## config.mk

```make
export PLATFORM = sky130hd
export DESIGN_NAME = ym_reg_sched
export DESIGN_NICKNAME = d
export VERILOG_FILES = /design/src/rtl/ym_reg_sched.sv
export SDC_FILE = /design/constraint.sdc
export NUM_CORES = 1
export LEC_CHECK = 0
export ABC_CLOCK_PERIOD_IN_PS = 2250
export CORE_MARGIN = 5
export CORE_UTILIZATION = 40
export DETAILED_ROUTE_END_ITERATION = 8
export GPL_TIMING_DRIVEN = 0
export PLACE_DENSITY_LB_ADDON = 0.1
export SYNTH_ARGS = -nofsm -noshare
export SYNTH_HDL_FRONTEND = slang
export SYNTH_SLANG_ARGS = --single-unit
```

## constraint.sdc

```tcl
create_clock -name clk -period 2.25 [get_ports clk]
set_clock_uncertainty 0.15 [all_clocks]
set_input_delay 0.225 -clock clk [delete_from_list [all_inputs] [get_ports clk]]
set_output_delay 0.225 -clock clk [all_outputs]
set_load 0.03 [all_outputs]
```

## src/rtl/ym_reg_sched.sv

```systemverilog
// Write scheduler for the Sunsoft-5B/YM2149 register port: 16x8 shadow file, CPU pass-through
// and a paced save-state restore engine. Optional YM_SCHED_MUTE_EN: mixer-last order plus mute request.
module ym_reg_sched #(
    parameter int NREG   = 16,
    parameter int WR_GAP = 2
) (
    input  logic       clk,
    input  logic       map_rst,
    input  logic       cpu_we,
    input  logic       cpu_sel,
    input  logic [7:0] cpu_dat,
    input  logic       sst_we,
    input  logic [3:0] sst_addr,
    input  logic [7:0] sst_dat,
    output logic [7:0] sst_rd_dat,
    input  logic       restore_req,
    output logic       ym_we,
    output logic [3:0] ym_addr,
    output logic [7:0] ym_dat,
    output logic       busy,
    output logic       done,
    output logic       ym_mute
);

    typedef enum logic [1:0] {
        IDLE = 2'd0,
        RUN  = 2'd1,
        FIN  = 2'd2
    } state_t;

    state_t     state;
    logic [7:0] shadow [NREG];
    logic [3:0] raddr;
    logic [3:0] pos;
    logic [3:0] gap;
    logic [3:0] idx;
    logic       cpu_data_wr;

    // Replay position to register index; the mixer (R7) goes last when muting is built in.
    function automatic logic [3:0] restore_order(input logic [3:0] p);
`ifdef YM_SCHED_MUTE_EN
        if (p < 4'd7)
            return p;
        else if (p < 4'd15)
            return p + 4'd1;
        else
            return 4'd7;
`else
        return p;
`endif
    endfunction

    assign cpu_data_wr = cpu_we & cpu_sel;
    assign idx         = restore_order(pos);
    assign sst_rd_dat  = shadow[sst_addr];

    always_ff @(posedge clk) begin
        if (map_rst) begin
            state   <= IDLE;
            raddr   <= 4'd0;
            pos     <= 4'd0;
            gap     <= 4'd0;
            ym_we   <= 1'b0;
            ym_addr <= 4'd0;
            ym_dat  <= 8'h00;
            busy    <= 1'b0;
            done    <= 1'b0;
            for (int i = 0; i < NREG; i++)
                shadow[i] <= 8'h00;
        end else begin
            ym_we <= 1'b0;
            done  <= 1'b0;

            // The CPU assignment comes second so it wins a same-index collision.
            if (sst_we)
                shadow[sst_addr] <= sst_dat;
            if (cpu_we && !cpu_sel)
                raddr <= cpu_dat[3:0];
            if (cpu_data_wr) begin
                shadow[raddr] <= cpu_dat;
                ym_we         <= 1'b1;
                ym_addr       <= raddr;
                ym_dat        <= cpu_dat;
            end

            case (state)
                IDLE: begin
                    if (restore_req) begin
                        state <= RUN;
                        pos   <= 4'd0;
                        gap   <= 4'd0;
                        busy  <= 1'b1;
                    end
                end
                RUN: begin
                    if (gap != 4'd0) begin
                        gap <= gap - 4'd1;
                    end else if (!cpu_data_wr) begin
                        ym_we   <= 1'b1;
                        ym_addr <= idx;
                        ym_dat  <= shadow[idx];
                        gap     <= 4'(WR_GAP - 1);
                        if (pos == 4'(NREG - 1))
                            state <= FIN;
                        else
                            pos <= pos + 4'd1;
                    end
                end
                FIN: begin
                    busy  <= 1'b0;
                    done  <= 1'b1;
                    state <= IDLE;
                end
                default: state <= IDLE;
            endcase
        end
    end

`ifdef YM_SCHED_MUTE_EN
    logic mute_q;

    // Held from acceptance through the done cycle inclusive.
    always_ff @(posedge clk) begin
        if (map_rst)
            mute_q <= 1'b0;
        else if (state == IDLE && restore_req)
            mute_q <= 1'b1;
        else if (done)
            mute_q <= 1'b0;
    end

    assign ym_mute = mute_q;
`else
    assign ym_mute = 1'b0;
`endif

endmodule

```

==> impl_results.md, run 1 <==
- Design area: 11500 um2
- First-pass GRT wire length: between 50000 and 60000 um
- Layout fillers: 2256
- Maximum VDD drop: 432.1 uV
- Synthesized flop and latch total: 161
- HPWL after DPL: 26640 um
- Achievable frequency: approximately 400 MHz
- Pwr per Cell Area: 668.1 nW/um2
- Sink Count: 161
- Setup violators final: 8
- Most used cell, CP: mux4_2
- WS Path Type: reg -> out
- Final wirelength: between 30000 and 40000 um
- RSZ-0062 raised after global routing: true
- Core Area: 24250 um2
- Worst Path Max Fanout: 2
- Post-Syn Nets: 986
- Core Rows: 57
- Chip Width: 166.5 um
- Worst R2R Path Depth: 5
- Post-DRT Antenna Nets: 0
- R2R Setup Slk: 0.08 ns
- Final Hold Fails: 0
- Placed cell areas: 10480 um2
- Hold-critical path depth: 3
- Total GRT Usage: 0.2539
- Placer Congestion: between 0.9 and 1
- Total of max-cap violations: 0
- Latest clock arrival within the worst-skew pair: 0.43 ns
- Post-Place Worst Slack: -0.7312 ns
- Clk slew on worst S/H paths: 0.08 ns
- Vias post-DR: about 8000
- First-pass iteration count of the detailed router: 5
- Tightest Hold Check Type: in -> reg
- WP data required: 1.88 ns
- Fin. max-slew vios: 0
- Root buf cell: clkbuf_16
- Drt first-iter violations: 899
- DIE HEIGHT: 166.5 um
- Worst-margin pin slew: slightly below 0.9 ns
- Post-synth EDFFs: 128
- Most common flop cell mapped by yosys: edfxtp_1
- Synth unique cells: between 60 and 70
- Ys Warns: 0
- Placed insts: 1309
- DR WL/cell: 26.11 um
- Mapped Avg Cell Area: 10.24 um2
- Slew headroom: 0.4044
- Crit share post-route: 1.117
- # IOs: 50
- Vias in the first global route: around 7700
- Port-buffer cells: 28
- Crit path largest cell delay: around 0.56 ns
- Run status: finished with violations
- TNS Setup: -1.840 ns
- Startpoint Class: flop
- DRC violations left: 0
- Number of H-tree levels: 4
- CP endpoint kind: primary output
- Cts hold-fix bufs: 0
- Total die area: between 20000 and 30000 um2
- Largest net degree at the start of global routing: 17
- Share of cells above drive strength 1: 0.2239
- Async SR Flop Fraction: 0
- Synthesized area: 9797 um2
- Longest Clk Path Bufs: 2
- Area Growth Syn to Fin: 17.36%
- Crit path cell chain: mux4_2 > mux4_2 > buf_6
- Failing checks: setup timing
- Initial Util: 0.4040
- GRT overflow: 0
- Minimum clock period: between 2 and 3 ns
- Finished Layout Cells: between 1000 and 1500
- Sequential element share of the synthesized area: 0.4598
- CP max stage cell: mux4_2
- Initial antenna violation count: 2
- Via/cell ratio: a little under 6
- Total Nets Final: around 1100
- Total CTS buffers: 17
- Mapped Cells: approximately 960
- LEAKAGE: about 3.7 nW
- Worst Slack Setup Final: -0.2634 ns
- Crit path DAT: 2.14 ns
- CTS tree: built
- Final Power: 7.681 mW
path summary, 6_finish.rpt:
check / start / to
min reg2reg: gap[0] / gap[0]
max reg2reg: flop / ym_dat[1]
min: cpu_dat[6] / shadow[7][6]
max: shadow[10][3] / sst_rd_dat[3]
cell type report:
cell class                      instances  area (um2)  area share
Multi-Input combinational cell        690        5026      0.4372
Sequential cell                       161        4506      0.3919
Timing Repair Buffer                   51       488.0     0.04244
Buffer                                 95       451.7     0.03929
Clock buffer                           18       450.4     0.03918
Tap cell                              324       405.4     0.03526
Clock inverter                         14       141.4     0.01230
Inverter                                7       26.28    0.002285
Antenna cell                            1       2.502   0.0002177
report_power, final:
group	total, mW	switching (mW)	internal (mW)
Combinational	1.17	0.721	0.446
Clock	3.01	1.38	1.64
Sequential	3.50	0.139	3.36
registers in the layout (all words and copies together) (netlist names), named ones only:
| name | cells |
|---|---|
| shadow | 128 |
| ym_dat | 8 |
| gap | 4 |
| idx | 4 |
| raddr | 4 |
| ym_addr | 4 |
| state | 2 |
| busy | 1 |
| done | 1 |
| ym_we | 1 |
synth_stat cells (all sizes together) (3+ instances only):
master    n  share of area
and3      3         0.0019
and4b     4         0.0041
dfxtp    33          0.067
inv       7         0.0027
edfxtp  128           0.39
a21oi     7         0.0036
nand2   266           0.10
o21ai   138          0.070
nor3     10         0.0093
nor2     27          0.013
clkbuf   48          0.018
a221oi    8         0.0072
mux4     56           0.13
mux2i    32          0.033
buf      51          0.027
nand2b    7         0.0045
o31ai     5         0.0043
ha        3         0.0038
nand4     3         0.0019
nor4      3         0.0056
a22oi    21          0.016
o22ai     3         0.0019
and2      3         0.0019
nor2b     4         0.0026
a31oi     8         0.0051
nand3    12         0.0061
or3      17          0.011
a311oi    6         0.0054
nor3b     7         0.0084
mux2     11          0.013
per-layer routing:
layer  share of wire  GRT usage  vias up
li1                -          -     3661
met1            0.42     0.3397     4023
met2            0.47     0.4122      316
met3           0.063    0.05025       61
met4           0.042    0.09392        0
met5               0          0        -
worst max-delay path, delay by kind of cell, from the launching register on:
kind	cells	cell delay [ns]
flops	1	0.42
buf+inv	1	0.17
mux	2	1.11
metrics by stage:
stage	utilization	hold WS, ns
final	0.4741	0.09671
after global routing	0.4740	0.1113
after CTS	0.4639	0.09856
after detailed placement	0.4323	0.3186
after global placement	0.4323	0.3161
after floorplan	-	0.3085
cell usage in the layout (no fill, tap or decap), types with 20 or more instances in the layout:
cell type and instances:
o21ai_1 42, nand2_1 266, clkdlybuf4s50_1 20, mux4_2 56, clkbuf_1 37, dfxtp_1 32
buf_4 25, o21ai_0 96, mux2i_1 32, edfxtp_1 128, buf_2 27
cells by family (layout without fill, tap and decap cells):
kind of cell / Yosys count / after routing / synth area share
simple gates: 378 / 378 / 0.1849
compound gates: 207 / 207 / 0.1276
flops: 161 / 161 / 0.4598
buf+inv: 106 / 185 / 0.04764
mux: 99 / 99 / 0.1741
fa+ha+maj: 3 / 3 / 0.003832
xor+xnor: 2 / 2 / 0.001788
other cells: 1 / 2 / 0.0003828
repair_timing:
item                                    in CTS  in global routing
pin swaps                                    0                  8
gates cloned                                 0                  0
endpoints found under the setup margin     140                146
buffers inserted                             6                 17
gates resized for setup                     89                 28
Power figures use the tool's default switching activity.
==> inputs of run 2 (changes only) <==
- ABC_CLOCK_PERIOD_IN_PS: 2250 -> unset
==> results of run 2 <==
Same layout as run 1: the final DEF is identical, and so are final timing and power.
